==> src/rtl/meas_reader.sv <==
// rtl/meas_reader.sv - measurement record FIFO exposed through a read-only AXI-Lite style port
module meas_reader #(
  parameter int DEPTH = 4,
  parameter int CNT_W = 5
) (
  input  logic        clk_i,
  input  logic        rst_i,
  input  logic        reg_wr_en_i,
  input  logic [63:0] reg_wr_data_i,
  input  logic [3:0]  s_axi_araddr,
  input  logic        s_axi_arvalid,
  output logic        s_axi_arready,
  output logic [31:0] s_axi_rdata,
  output logic [1:0]  s_axi_rresp,
  output logic        s_axi_rvalid,
  input  logic        s_axi_rready
);

  localparam int PTR_W = (DEPTH > 1) ? $clog2(DEPTH) : 1;

  localparam logic [1:0] ADDR_DATA_LO = 2'd0;
  localparam logic [1:0] ADDR_DATA_HI = 2'd1;
  localparam logic [1:0] ADDR_STATUS  = 2'd2;
  localparam logic [1:0] ADDR_INFO    = 2'd3;

  localparam logic [1:0] RESP_OKAY   = 2'b00;
  localparam logic [1:0] RESP_SLVERR = 2'b10;

  typedef enum logic {
    ST_IDLE,
    ST_RESP
  } state_t;

  state_t            state_q, state_d;
  logic [PTR_W-1:0]  wr_ptr_q, wr_ptr_d;
  logic [PTR_W-1:0]  rd_ptr_q, rd_ptr_d;
  logic [CNT_W-1:0]  count_q, count_d;
  logic              ovf_q, ovf_d;
  logic [31:0]       rdata_q, rdata_d;
  logic [1:0]        rresp_q, rresp_d;
  logic [1:0]        addr_q, addr_d;

  logic [63:0]       mem_q [DEPTH];

  logic              ar_hs;
  logic              r_hs;
  logic              empty;
  logic              full;
  logic              pop;
  logic              push;
  logic              overflow;
  logic [63:0]       head;
  logic [31:0]       status_val;
  logic [31:0]       rd_val;
  logic [1:0]        rd_resp;

  // Byte-lane bits of the address carry no meaning for word registers.
  logic unused_addr_bits;
  assign unused_addr_bits = ^s_axi_araddr[1:0];

  assign ar_hs    = (state_q == ST_IDLE) && s_axi_arvalid;
  assign r_hs     = (state_q == ST_RESP) && s_axi_rready;
  assign empty    = (count_q == '0);
  assign full     = (count_q == CNT_W'(DEPTH));
  // Only a DATA_HI response with data behind it consumes the head record.
  assign pop      = r_hs && (addr_q == ADDR_DATA_HI) && !empty;
  // A full FIFO still accepts a record when the head leaves in the same cycle.
  assign push     = reg_wr_en_i && (!full || pop);
  assign overflow = reg_wr_en_i && full && !pop;
  assign head     = mem_q[rd_ptr_q];

  assign s_axi_arready = (state_q == ST_IDLE);
  assign s_axi_rvalid  = (state_q == ST_RESP);
  assign s_axi_rdata   = rdata_q;
  assign s_axi_rresp   = rresp_q;

  // Decode the requested register from the live FIFO/status state.
  always_comb begin
    status_val            = '0;
    status_val[31]        = ovf_q;
    status_val[CNT_W-1:0] = count_q;
    rd_val                = '0;
    rd_resp               = RESP_OKAY;
    case (s_axi_araddr[3:2])
      ADDR_DATA_LO: begin
        if (empty) begin
          rd_resp = RESP_SLVERR;
        end else begin
          rd_val = head[31:0];
        end
      end
      ADDR_DATA_HI: begin
        if (empty) begin
          rd_resp = RESP_SLVERR;
        end else begin
          rd_val = head[63:32];
        end
      end
      ADDR_STATUS: rd_val = status_val;
      ADDR_INFO:   rd_val = 32'(DEPTH);
      default:     rd_val = '0;
    endcase
  end

  // Read channel FSM: accept an address in IDLE, hold the response in RESP.
  always_comb begin
    state_d = state_q;
    rdata_d = rdata_q;
    rresp_d = rresp_q;
    addr_d  = addr_q;
    case (state_q)
      ST_IDLE: begin
        if (ar_hs) begin
          state_d = ST_RESP;
          rdata_d = rd_val;
          rresp_d = rd_resp;
          addr_d  = s_axi_araddr[3:2];
        end
      end
      ST_RESP: begin
        if (r_hs) begin
          state_d = ST_IDLE;
        end
      end
      default: state_d = ST_IDLE;
    endcase
  end

  // FIFO pointers, occupancy and the sticky overflow flag.
  always_comb begin
    wr_ptr_d = wr_ptr_q;
    rd_ptr_d = rd_ptr_q;
    count_d  = count_q;
    ovf_d    = ovf_q;
    if (push) begin
      wr_ptr_d = wr_ptr_q + PTR_W'(1);
    end
    if (pop) begin
      rd_ptr_d = rd_ptr_q + PTR_W'(1);
    end
    case ({push, pop})
      2'b10:   count_d = count_q + CNT_W'(1);
      2'b01:   count_d = count_q - CNT_W'(1);
      default: count_d = count_q;
    endcase
    // A STATUS response clears the flag, but a drop in that same cycle wins.
    if (r_hs && (addr_q == ADDR_STATUS)) begin
      ovf_d = 1'b0;
    end
    if (overflow) begin
      ovf_d = 1'b1;
    end
  end

  // Control and response registers with synchronous reset.
  always_ff @(posedge clk_i) begin
    if (rst_i) begin
      state_q  <= ST_IDLE;
      wr_ptr_q <= '0;
      rd_ptr_q <= '0;
      count_q  <= '0;
      ovf_q    <= 1'b0;
      rdata_q  <= '0;
      rresp_q  <= RESP_OKAY;
      addr_q   <= ADDR_DATA_LO;
    end else begin
      state_q  <= state_d;
      wr_ptr_q <= wr_ptr_d;
      rd_ptr_q <= rd_ptr_d;
      count_q  <= count_d;
      ovf_q    <= ovf_d;
      rdata_q  <= rdata_d;
      rresp_q  <= rresp_d;
      addr_q   <= addr_d;
    end
  end

  // Record storage; contents are left as-is by reset since pointers define validity.
  always_ff @(posedge clk_i) begin
    if (push && !rst_i) begin
      mem_q[wr_ptr_q] <= reg_wr_data_i;
    end
  end

endmodule

==> config.mk <==
export PLATFORM = sky130hd
export DESIGN_NAME = meas_reader
export DESIGN_NICKNAME = d
export VERILOG_FILES = /design/src/rtl/meas_reader.sv
export SDC_FILE = /design/constraint.sdc
export NUM_CORES = 1
export LEC_CHECK = 0
export BUFFER_PORTS_ARGS = -buffer_cell sky130_fd_sc_hd__buf_2
export CAP_MARGIN = 30
export CORE_MARGIN = 2
export CORE_UTILIZATION = 26
export CTS_BUF_LIST = sky130_fd_sc_hd__clkbuf_8
export CTS_CLUSTER_SIZE = 8
export DETAILED_ROUTE_END_ITERATION = 7
export PLACE_DENSITY = 0.52
export SLEW_MARGIN = 15
export SYNTH_ARGS = -nofsm -noshare
export SYNTH_HDL_FRONTEND = slang
export SYNTH_SLANG_ARGS = --single-unit
export TNS_END_PERCENT = 30
==> constraint.sdc <==
create_clock -name clk_i -period 4.66 [get_ports clk_i]
set_input_delay 0.233 -clock clk_i [delete_from_list [all_inputs] [get_ports clk_i]]
set_output_delay 0.233 -clock clk_i [all_outputs]
set_load 0.005 [all_outputs]
=== Yosys cells after proc, flatten, opt, wreduce, memory -nomap -nowiden ===
Memory sizes are Yosys's and may differ from the RTL's. A register that Yosys moved wholly into a read port is not among the register bits.
Index checks and enable logic that the tools add are counted.

* Bits of input ports: 73
* Logic and storage cells: 57
* Memories: 1
* Flip-flop bits (word level): 47
* Memory bits (writable): 256

* Reductions and logical operators: 20
* Muxes and demuxes: 15
* Bitwise logic cells: 1
* $add $sub $neg: 4
* Equal/unequal tests: 8

{| class="wikitable"
|+ Memory list
! name !! words !! bits a word !! read ports !! clocked after Yosys merged registers in !! write ports !! RTL line !! text
|-
| mem_q || 4 || 64 || 1 || 1 || 1 || 43 || <nowiki>logic [63:0] mem_q [DEPTH];</nowiki>
|}

{| class="wikitable"
|+ Operator list
! operator !! count
|-
| case mux 32 bit (4 select lines) || 1
|-
| two-way mux 32 bit || 2
|-
| case mux 5 bit (2 select lines) || 1
|-
| logical AND 1 bit || 9
|-
| == test 2 bit, second input constant || 4
|-
| two-way mux 2 bit || 4
|-
| == test 2 x 1 -> 1 bit, second input constant || 3
|-
| two-way mux 1 bit || 6
|-
| adder 5 x 1 -> 5 bit, second input constant || 1
|-
| == test 5 x 3 -> 1 bit, second input constant || 1
|-
| logical NOT 5 bit || 1
|-
| subtractor 5 x 1 -> 5 bit, second input constant || 1
|-
| adder 2 x 1 -> 2 bit, second input constant || 2
|-
| logical NOT 1 bit || 4
|-
| nonzero test 2 bit || 2
|-
| logical NOT 2 bit || 1
|-
| case mux 1 bit (2 select lines) || 1
|-
| AND reduction 2 bit || 1
|-
| OR reduction 2 bit || 1
|-
| logical OR 1 bit || 1
|-
| inverter 1 bit || 1
|}

=== Depth between registers and ports, before layout ===
Gate-level depths: netlist of the first run.

* Depth after elaboration: 8
* Depth in mapped cells: 9
* Mapped depth without buffers: 8

=== Worst setup path after synthesis of the first run ===
OpenSTA, ideal clock, no wires.

* Kind: reg2reg
* From: reg state_q (netlist: s_axi_rvalid)
* To: mem mem_q[0][0] (enable)
* Path slack: 1.589 ns
* Buffers on the path: 0
* Library setup time: 0.429 ns
* Data required time: 4.231 ns
* Clock period less this slack: 3.071 ns
* Arrival time: 2.642 ns
* Cell stages (with the launch flop): 5
* Path through: dfxtp_1 nand4b_4 and3_2 nor3b_1 and2_1

* Cells in the longest elaborated chain, start to end: 8

{| class="wikitable"
|+ RTL lines
! what !! RTL line !! text
|-
| start: declaration || 34 || <nowiki>state_t state_q, state_d;</nowiki>
|-
| start signal: assignment || 167 || <nowiki>state_q <= state_d;</nowiki>
|-
| logical AND 1 bit || 62 || <nowiki>assign r_hs = (state_q == ST_RESP) && s_axi_rready;</nowiki>
|-
| logical AND 1 bit (2 in a row) || 66 || <nowiki>assign pop = r_hs && (addr_q == ADDR_DATA_HI) && !empty;</nowiki>
|-
| logical OR 1 bit || 68 || <nowiki>assign push = reg_wr_en_i && (!full || pop);</nowiki>
|-
| logical AND 1 bit || 68 ||
|-
| logical AND 1 bit || 180 || <nowiki>if (push && !rst_i) begin</nowiki>
|-
| two-way mux 1 bit || 180 ||
|-
| two-way mux 1 bit (implied by the code) || 181 || <nowiki>mem_q[wr_ptr_q] <= reg_wr_data_i;</nowiki>
|-
| end: declaration || 43 ||
|}

Every way passes these cells.

=== Worst setup path in the final report of the first run ===
* From: reg count_q[1]
* To: mem mem_q[2][50] (enable)

* Cells in the longest elaborated chain, start to end: 8

{| class="wikitable"
|+ RTL lines
! what !! RTL line !! text
|-
| start: declaration || 37 || <nowiki>logic [CNT_W-1:0] count_q, count_d;</nowiki>
|-
| start signal: assignment || 170 || <nowiki>count_q <= count_d;</nowiki>
|-
| logical NOT 5 bit || 63 || <nowiki>assign empty = (count_q == '0);</nowiki>
|-
| logical NOT 1 bit || 66 ||
|-
| logical AND 1 bit || 66 ||
|-
| logical OR 1 bit * || 68 ||
|-
| logical AND 1 bit * || 68 ||
|-
| logical AND 1 bit * || 180 ||
|-
| two-way mux 1 bit * || 180 ||
|-
| two-way mux 1 bit (implied by the code) * || 181 ||
|}

Mark *: on every way between the ends. The rest lies on a longest branch, timed or not.

==> results of run 1 <==
## routing by layer
metal  track usage  vias up  routed length [um]
li1              -     2828                   -
met1        0.1560     3186               12490
met2        0.1852      155               12460
met3       0.02803       66                1209
met4       0.05218        2                 914
met5             0        -                  13
## path summary, 6_finish.rpt
kind	start	to	slack (ns)
max	count_q[1]	mem_q[2][50]	1.85
min reg2reg	s_axi_rdata[4]	s_axi_rdata[4]	0.49
min	s_axi_arvalid	addr_q[0]	0.23
max reg2reg	count_q[1]	mem_q[2][50]	1.85
## kinds of logic (layout without fill, tap and decap cells)
group                    count (synthesis)  in the layout  share of synthesized area
flip-flops                             304            304                     0.7453
multiplexers                            94             94                     0.1530
AND/OR/NAND/NOR                         83             83                    0.03580
AO/OA/AOI/OAI                           58             58                    0.03699
buffers and inverters                   43            298                    0.01758
adder cells (fa/ha/maj)                  6              6                   0.006470
XOR/XNOR                                 6              6                   0.004530
other                                    1              2                  0.0003232
## worst min-delay path, cell delays in order
cell and delay (ns):
buf_2 0.11, nor2b_1 0.12, buf_4 0.19, nand2_1 0.08
a21oi_1 0.05
## metrics by stage
step           instance area, um^2  setup slack (ns)  cells
2_1_floorplan                11600             1.589    595
3_3_place_gp                 12830             1.821   1273
3_5_place_dp                 12860             1.805   1274
4_1_cts                      14600             1.769   1442
5_1_grt                      14600             1.650   1442
6_report                     14600             1.854   1443
## power by group
group,switching (mW),total [mW],internal (mW)
clock network,1.09,2.43,1.34
logic,0.276,0.502,0.227
registers,0.0596,3.12,3.06
total,1.43,6.05,4.62
## flip-flops by register name (all words and copies together), names as in the netlist, named ones only
| signal | cells |
|---|---|
| s_axi_rresp | 1 |
| mem_q | 256 |
| wr_ptr_q | 2 |
| count_q | 5 |
| s_axi_rdata | 32 |
| ovf_q | 1 |
| addr_q | 2 |
| s_axi_rvalid | 1 |
| rd_ptr_q | 2 |
## cell type report
class | count | area, um^2
Clock inverter | 41 | 241.5
Sequential cell | 304 | 8656
Inverter | 10 | 37.54
Timing Repair Buffer | 187 | 1329
Fill cell | 4359 | 29530
Clock buffer | 60 | 825.8
Tap cell | 592 | 740.7
Multi-Input combinational cell | 248 | 2765
Antenna cell | 1 | 2.502
## placed cells by master (no fill, tap or decap), types with 6 or more instances in the layout
master and instances:
a21oi_1 12, a22oi_1 31, buf_2 105, buf_4 14, clkbuf_8 60, dfxtp_1 46
dlygate4sd3_1 67, edfxtp_1 256, ha_1 6, inv_1 39, mux2_2 27, mux4_2 64
nand2_1 9, nor2_1 42, nor3_1 7, o221a_2 6
==> impl_metrics.tcl, run 1 <==
set metrics [dict create \
    drive_above_1_share 0.3553 \
    viasPerCell 4.322 \
    clk-insertion-delay-late_ns 0.62 \
    start_kind "flip-flop" \
    io_pins 109 \
    synth_flop_cell "edfxtp_1" \
    cts_hold_buf 67 \
    synth_area_mm2 0.01160 \
    synth_nets 674 \
    syn_area_per_cell_um2 19.50 \
    rows 77 \
    nNetsFinal 884 \
    synth-edff-count 256 \
    grt-ovfl-total 0 \
    p_total_mw 6.053 \
    cp_max_fo 43 \
    yosys-top-cells-area "edfxtp_1 (66%), mux4_2 (12%), dfxtp_1 (8.3%), mux2_2 (2.6%), a22oi_1 (2.0%)" \
    cp.depth 5 \
    cp_num_buf_inv 1 \
    netlist.area_leader.share 0.6625 \
    drt_iter0_markers 412 \
    cap_violations 0 \
    rsz0062_at_grt "no" \
    clock_skew_ns 0.02377 \
    clkSinkCount 304 \
    cts_resized 0 \
    dieWidth_um 215.3 \
    status "completed" \
    cp-end-kind "flip-flop" \
    ys_warn_count 0 \
    crit_path_max_incr_delay_ns 0.74 \
    worst-r2r-cell-count 5 \
    yosysMostFrequentCell "edfxtp_1" \
    port_buffers 105 \
    clockBufferDepth 3 \
    finalCriticalPeriod_ns 2.806 \
    cp_slowest_cell "and2_4" \
    core_mm2 0.04412 \
    cts_setup_buffers 0 \
    grt_pass1_vias 6779 \
    die-height_um 215.3 \
    whs_ns 0.2338 \
    synth-seq-cells 304 \
    p_leak_nw 5.014 \
    holdCritPathClass "input pin to flip-flop" \
    grt_pass1_wl_um 40990 \
    grt_start_max_net_pins 49 \
    peakVddDrop_v 0.0001908 \
    cp_top_family "simple AND/OR/NAND/NOR gates" \
    detail_route.first_pass.iterations 4 \
    slew_headroom 0.3973 \
    fin_tns_setup_ns 0 \
    syn_to_final_growth_pct 25.80 \
    die-area_mm2 0.04633 \
    wl_per_cell_um 18.77 \
    htree_levels 2 \
    initial_core_util 0.2630 \
    antenna_found_initial 2 \
    final_util 0.3308 \
    path_cells "nor4_1 > and3_2 > nor3b_1 > and2_4 > buf_4" \
    fmax_mhz 356.4 \
    hold_path_depth 5 \
    ys_types 43 \
    cts-root-buf "clkbuf_8" \
    maxSlewViolCount 0 \
    critPathKind "flip-flop to flip-flop" \
    p_per_area_mw_per_mm2 414.7 \
    worst_pin_slew_ns 0.9040 \
    drt-total-wl_um 27090 \
    numCtsBuffers 54 \
    cts_tree "done" \
    drtAntennaViolNets 0 \
    dr_total_vias 6237 \
    clk_pin_slew_worst_paths_ns 0.06 \
    critical_path_arrival_ns 3.09 \
    drc 0 \
    seq_area_frac_synth 0.7453 \
    setup_violations 0 \
    cp.required_ns 4.94 \
    async_reset_ff_frac 0 \
    hold_viol 0 \
    synth_common_cells "edfxtp_1 (256), mux4_2 (64), dfxtp_1 (48), nor2_1 (42), a22oi_1 (31)" \
    grt_use_total 0.1181 \
    fin_crit_sh 0.6021 \
    synth_top_area_cell "edfxtp_1" \
    routabilityCongestion 0.6966 \
    dp_hpwl_um 15280 \
    syn_inst 595 \
]
Power figures use the tool's default switching activity.
==> inputs of run 2 (changes only) <==
--- a/config.mk
+++ b/config.mk
@@ -5,6 +5,7 @@
 export SDC_FILE = /design/constraint.sdc
 export NUM_CORES = 1
 export LEC_CHECK = 0
+export ABC_AREA = 1
 export BUFFER_PORTS_ARGS = -buffer_cell sky130_fd_sc_hd__buf_2
 export CAP_MARGIN = 30
 export CORE_MARGIN = 2
@@ -12,7 +13,7 @@
 export CTS_BUF_LIST = sky130_fd_sc_hd__clkbuf_8
 export CTS_CLUSTER_SIZE = 8
 export DETAILED_ROUTE_END_ITERATION = 7
-export PLACE_DENSITY = 0.52
+export PLACE_DENSITY = 0.54
 export SLEW_MARGIN = 15
 export SYNTH_ARGS = -nofsm -noshare
 export SYNTH_HDL_FRONTEND = slang
==> constraint.sdc (replaced) <==
create_clock -name clk_i -period 2.3 [get_ports clk_i]
set_input_delay 0.115 -clock clk_i [delete_from_list [all_inputs] [get_ports clk_i]]
set_output_delay 0.115 -clock clk_i [all_outputs]
set_load 0.005 [all_outputs]
==> impl_metrics.tcl, run 2 <==
set metrics [dict create \
    cts_resized 0 \
    die-height_um 217.5 \
    synth-seq-cells 304 \
    cp_slowest_cell "dfxtp_1" \
    cp-end-kind "flip-flop" \
    top_register "mem_q" \
    syn_inst 960 \
    nNetsFinal 1233 \
    dr_total_vias 7990 \
    netlist.area_leader.share 0.6485 \
    detail_route.first_pass.iterations 5 \
    reg2reg_slack_ns 0.26 \
    worst_pin_slew_ns 0.5013 \
    dieWidth_um 217.5 \
    final_common_cell "edfxtp_1" \
    p_int_mw 8.751 \
    port_buffers 105 \
    synth_fa_ha_area_frac 0.006333 \
    async_reset_ff_frac 0 \
    rr_startpoint "count_q[3]" \
    rows 78 \
    synth_flop_cell "edfxtp_1" \
    antenna_found_initial 5 \
    p_sw_mw 2.694 \
    drive_above_1_share 0.1910 \
    critical_path_arrival_ns 2.26 \
    p_total_mw 11.45 \
    core_mm2 0.04519 \
    drt-total-wl_um 30200 \
    clk-insertion-delay-late_ns 0.59 \
    cp_max_fo 26 \
    synth-edff-count 256 \
    final_cell_mix "edfxtp_1 (256), o21ai_0 (132), buf_2 (105)" \
    synth_compound_area_frac 0.1336 \
    clockPowerShare 0.378 \
    io_pins 109 \
    synth_simple_gate_area_frac 0.08845 \
    synth_nets 1039 \
    muxShareOfSynthArea 0 \
    setup_violations 0 \
    dp_hpwl_um 17590 \
    viasPerCell 4.449 \
    cpMostUsedCell "nand2_4" \
    grt_pass1_wl_um 46460 \
    largest_register_ffs 256 \
    ys_types 38 \
    design_area_mm2 0.01488 \
    switching_share 0.2354 \
    drtAntennaViolNets 0 \
    p_leak_nw 5.466 \
    cts_tree "done" \
    slew_headroom 0.6658 \
    htree_levels 2 \
    yosysMostFrequentCell "edfxtp_1" \
    synthXorXnorAreaFrac 0.001478 \
    worst_slack_ns 0.2598 \
    rsz0062_at_grt "no" \
    clkSinkCount 304 \
    cap_violations 0 \
    clockBufferDepth 3 \
    holdPathEnd "wr_ptr_q[1]" \
    yosys-top-cells-area "edfxtp_1 (65%), dfxtp_1 (8.1%), o21ai_0 (5.6%), nand2_1 (3.2%), a21oi_1 (3.0%)" \
    worst-r2r-cell-count 7 \
    place_area_mm2 0.01323 \
    cp_top_family "simple AND/OR/NAND/NOR gates" \
    routabilityCongestion 0.7536 \
    syn_to_final_growth_pct 25.50 \
    drc 0 \
    grt_pass1_vias 7990 \
    combPwrFrac 0.075 \
    cts_hold_buf 72 \
    peakVddDrop_v 0.0004258 \
    cp_num_buf_inv 1 \
    ys_warn_count 0 \
    synth_top_area_cell "edfxtp_1" \
    seqPwrFrac 0.547 \
    finalCriticalPeriod_ns 2.040 \
    status "completed" \
    fin_crit_sh 0.8870 \
    p_per_area_mw_per_mm2 769.4 \
    syn_area_per_cell_um2 12.35 \
    reg2reg_to "mem_q[0][27]" \
    maxSlewViolCount 0 \
    path_cells "nor2_2 > nand3_4 > nand2_4 > a21oi_4 > nand2_4 > nor2_4 > buf_4" \
    die-area_mm2 0.04732 \
    wl_per_cell_um 16.82 \
    start_kind "flip-flop" \
    synth_top_family_by_area "compound AO/OA/AOI/OAI gates" \
    synth_common_cells "edfxtp_1 (256), o21ai_0 (132), nand2_1 (102), nor2_1 (90), a21oi_1 (71)" \
    grt_start_max_net_pins 107 \
    cp.required_ns 2.52 \
    dp_slack_ns 0.2838 \
    grt_use_total 0.1273 \
    grt-ovfl-total 0 \
    seq_area_frac_synth 0.7296 \
    synth_area_mm2 0.01185 \
    drt_iter0_markers 555 \
    cts-root-buf "clkbuf_8" \
    whs_ns 0.1882 \
    clk_pin_slew_worst_paths_ns 0.06 \
    hold_start "s_axi_rready" \
    critPathKind "flip-flop to flip-flop" \
    crit_path_max_incr_delay_ns 0.42 \
    initial_core_util 0.2623 \
    numCtsBuffers 50 \
    hold_path_depth 6 \
    cts_setup_buffers 0 \
    hold_viol 0 \
    clock_skew_ns 0.02297 \
    holdCritPathClass "input pin to flip-flop" \
    fmax_mhz 490.2 \
]
run 2: changes by cell type after synthesis, sizes merged, moves of 8 or more:
cell,delta
a21oi,+60
a22oi,-31
a31oi,+27
buf,+8
clkbuf,+18
inv,+48
mux2,-27
mux4,-64
nand2,+98
nand3,+33
nor2,+52
o21ai,+139
o22ai,+37
run 2: cell families (layout without fill, tap and decap cells):
group,Yosys count,after routing
adder cells (fa/ha/maj),6,6
AND/OR/NAND/NOR,241,241
buffers and inverters,117,351
XOR/XNOR,2,2
flip-flops,304,304
AO/OA/AOI/OAI,289,289
other,1,3
run 2: per-layer routing:
metal / up-vias / wire length, um / part of all wire / track usage
met4: 6 / 797 / 0.026 / 0.04543
met5: - / 32 / 0.0011 / 0
met1: 3870 / 14240 / 0.47 / 0.1731
li1: 3880 / - / - / -
met3: 62 / 1394 / 0.046 / 0.02566
met2: 172 / 13740 / 0.45 / 0.2014
run 2: worst min-delay path, cell delays in order:
cell and delay, ns:
buf_2 0.10, nand2_2 0.13, nor2_8 0.06, nand2_4 0.08
a21oi_4 0.09, a21oi_1 0.14
run 2: worst max path at each step:
| stage | startpoint | slack [ns] | cells after the start | endpoint |
|---|---|---|---|---|
| floorplan | addr_q[1] | -0.09 | 7 | mem_q[0][0] |
| global placement | addr_q[1] | 0.31 | 8 | mem_q[0][27] |
| detailed placement | count_q[3] | 0.28 | 7 | mem_q[0][27] |
| CTS | count_q[3] | 0.24 | 7 | mem_q[0][19] |
| global route | count_q[3] | 0.13 | 7 | mem_q[0][29] |
| finish | count_q[3] | 0.26 | 7 | mem_q[0][27] |
run 2: final cells by class:
type,count,area [um^2]
tap,600,750.7
antenna,2,5.005
fill,4491,30310
clock buffer,53,729.5
inverter,58,220.2
sequential,304,8657
clock inverter,39,188.9
multi-input combinational,539,2774
timing repair buffer,201,1551
run 2: per-stage QoR:
stage / instances / utilization / setup TNS (ns)
after global placement: 1630 / 0.2929 / 0
final: 1796 / 0.3292 / 0
after CTS: 1794 / 0.3291 / 0
after global routing: 1795 / 0.3292 / 0
after detailed placement: 1630 / 0.2929 / 0
after floorplan: 960 / - / -19.75
run 2: power groups by stage:
stage | clock network, mW | registers [mW] | logic (mW)
CTS | 4.46 | 6.26 | 0.875
floorplan | 0 | 6.37 | 0.399
finish | 4.32 | 6.26 | 0.859
global placement | 0 | 6.37 | 0.751
global route | 4.70 | 6.28 | 0.956
detailed placement | 0 | 6.38 | 0.763
==> inputs of run 3 (changes only) <==
--- a/config.mk
+++ b/config.mk
@@ -7,12 +7,11 @@
 export LEC_CHECK = 0
 export ABC_AREA = 1
 export BUFFER_PORTS_ARGS = -buffer_cell sky130_fd_sc_hd__buf_2
-export CAP_MARGIN = 30
 export CORE_MARGIN = 2
 export CORE_UTILIZATION = 26
-export CTS_BUF_LIST = sky130_fd_sc_hd__clkbuf_8
 export CTS_CLUSTER_SIZE = 8
 export DETAILED_ROUTE_END_ITERATION = 7
+export MAX_ROUTING_LAYER = met4
 export PLACE_DENSITY = 0.54
 export SLEW_MARGIN = 15
 export SYNTH_ARGS = -nofsm -noshare
==> impl_metrics.tcl, run 3 (synthesized netlist as in run 2, its figures left out) <==
set metrics [dict create \
    cp-end-kind "flip-flop" \
    htree_levels 2 \
    drt-total-wl_um 30330 \
    routabilityCongestion 0.7633 \
    clockPowerShare 0.456 \
    dp_hpwl_um 17590 \
    rsz0062_at_grt "no" \
    cap_violations 0 \
    dp.cells 1630 \
    grt-ovfl-total 0 \
    clkSinkCount 304 \
    seqPwrFrac 0.479 \
    critical_path_arrival_ns 2.18 \
    final_common_cell "edfxtp_1" \
    cts-root-buf "clkbuf_16" \
    drc 0 \
    viasPerCell 4.453 \
    cts_setup_buffers 0 \
    critPathKind "flip-flop to flip-flop" \
    final_cells 1784 \
    antenna_found_initial 5 \
    setup_violations 0 \
    worst_slack_ns 0.3149 \
    start_kind "flip-flop" \
    cts_tree "done" \
    grt_pass1_vias 8008 \
    die-area_mm2 0.04732 \
    hold_viol 0 \
    rows 78 \
    dp_slack_ns 0.2838 \
    port_buffers 105 \
    initial_core_util 0.2623 \
    fin_tns_setup_ns 0 \
    clockBufferDepth 3 \
    grt_pass1_wl_um 46890 \
    core_mm2 0.04519 \
    clk-insertion-delay-late_ns 0.55 \
    drt_iter0_markers 510 \
    p_leak_nw 5.538 \
    wl_per_cell_um 17.00 \
    p_int_mw 10.16 \
    switching_share 0.2245 \
    dr_total_vias 7945 \
    fmax_mhz 503.8 \
    fin_crit_sh 0.8631 \
    design_area_mm2 0.01525 \
    numCtsBuffers 44 \
    cts_resized 0 \
    largest_register_ffs 256 \
    holdCritPathClass "input pin to flip-flop" \
    finalCriticalPeriod_ns 1.985 \
    cp.required_ns 2.50 \
    status "completed" \
    combPwrFrac 0.065 \
    final_cell_mix "edfxtp_1 (256), o21ai_0 (132), buf_2 (105)" \
    peakVddDrop_v 0.0004876 \
    grt_use_total 0.1321 \
    clk_pin_slew_worst_paths_ns 0.05 \
    detail_route.first_pass.iterations 6 \
    syn_to_final_growth_pct 28.67 \
    top_register "mem_q" \
    die-height_um 217.5 \
    cp_max_fo 26 \
    dieWidth_um 217.5 \
    drive_above_1_share 0.1841 \
    io_pins 109 \
    clock_skew_ns 0.01620 \
    nFillCells 4433 \
    nNetsFinal 1225 \
    p_sw_mw 2.942 \
    drtAntennaViolNets 0 \
    place_area_mm2 0.01323 \
    grt_start_max_net_pins 107 \
    maxSlewViolCount 0 \
    p_per_area_mw_per_mm2 859.1 \
]
## run 3: cell count changes in the layout (fill, tap and decap cells not counted), moves of 2 or more
cell / change
clkbuf_8: -52
clkbuf_16: +44
clkbuf_1: +30
inv_16: +2
clkinv_1: -12
diode_2: +3
clkinv_2: -3
inv_1: -20
dlygate4sd3_1: -2
clkinvlp_4: -2
## run 3: area by class of cell
cell class,count,area (um^2),area share
diodes,5,12.51,0.0008203
clock buffers,75,1227,0.08048
clock inverters,4,78.83,0.005168
inverters,58,220.2,0.01444
multi-input cells,539,2774,0.1819
flip-flops and latches,304,8657,0.5676
well taps,600,750.7,0.04922
repair buffers,199,1531,0.1004
## run 3: repair_timing
| action | in CTS | in global routing |
|---|---|---|
| setup endpoints to repair | 0 | 0 |
| endpoints found under the hold margin | 266 | 0 |
| hold buffers | 70 | 0 |
## run 3: path summary, 6_finish.rpt
| path | startpoint | endpoint | slack (ns) | depth (start not counted) |
|---|---|---|---|---|
| max | count_q[4] | mem_q[0][28] | 0.31 | 7 |
| min | s_axi_araddr[2] | addr_q[0] | 0.03 | 3 |
| max reg2reg | count_q[4] | mem_q[0][28] | 0.31 | 7 |
| min reg2reg | rd_ptr_q[1] | flip-flop | 0.46 | 2 |
## run 3: power groups by stage
stage                     logic, mW  registers [mW]  clock network [mW]
after floorplan               0.399            6.37                   0
after global placement        0.751            6.37                   0
after detailed placement      0.763            6.38                   0
after CTS                     0.873            6.27                6.14
after global routing          0.953            6.28                6.36
final                         0.856            6.27                5.97
## run 3: critical path, stage by stage, from the launching register on
cell and delay [ns]:
dfxtp_1 0.41, nor2_2 0.09, nand3_4 0.12, nand2_4 0.09, a21oi_4 0.25, nand2_4 0.14, nor2_4 0.16, buf_4 0.37
## run 3: metal layers
layer	up-vias	track usage	wire [um]
met3	51	0.02455	1345
met2	177	0.2027	13870
li1	3867	-	-
met5	-	-	0
met1	3850	0.1766	14370
met4	0	0.04292	742
## run 3: through the flow
| stage | hold slack (ns) | total power, mW | util |
|---|---|---|---|
| after floorplan | 0.2139 | 6.765 | - |
| after global placement | 0.3299 | 7.124 | 0.2929 |
| after detailed placement | 0.3328 | 7.139 | 0.2929 |
| after CTS | 0.002404 | 13.28 | 0.3373 |
| after global routing | 0.04048 | 13.60 | 0.3375 |
| final | 0.02582 | 13.10 | 0.3375 |
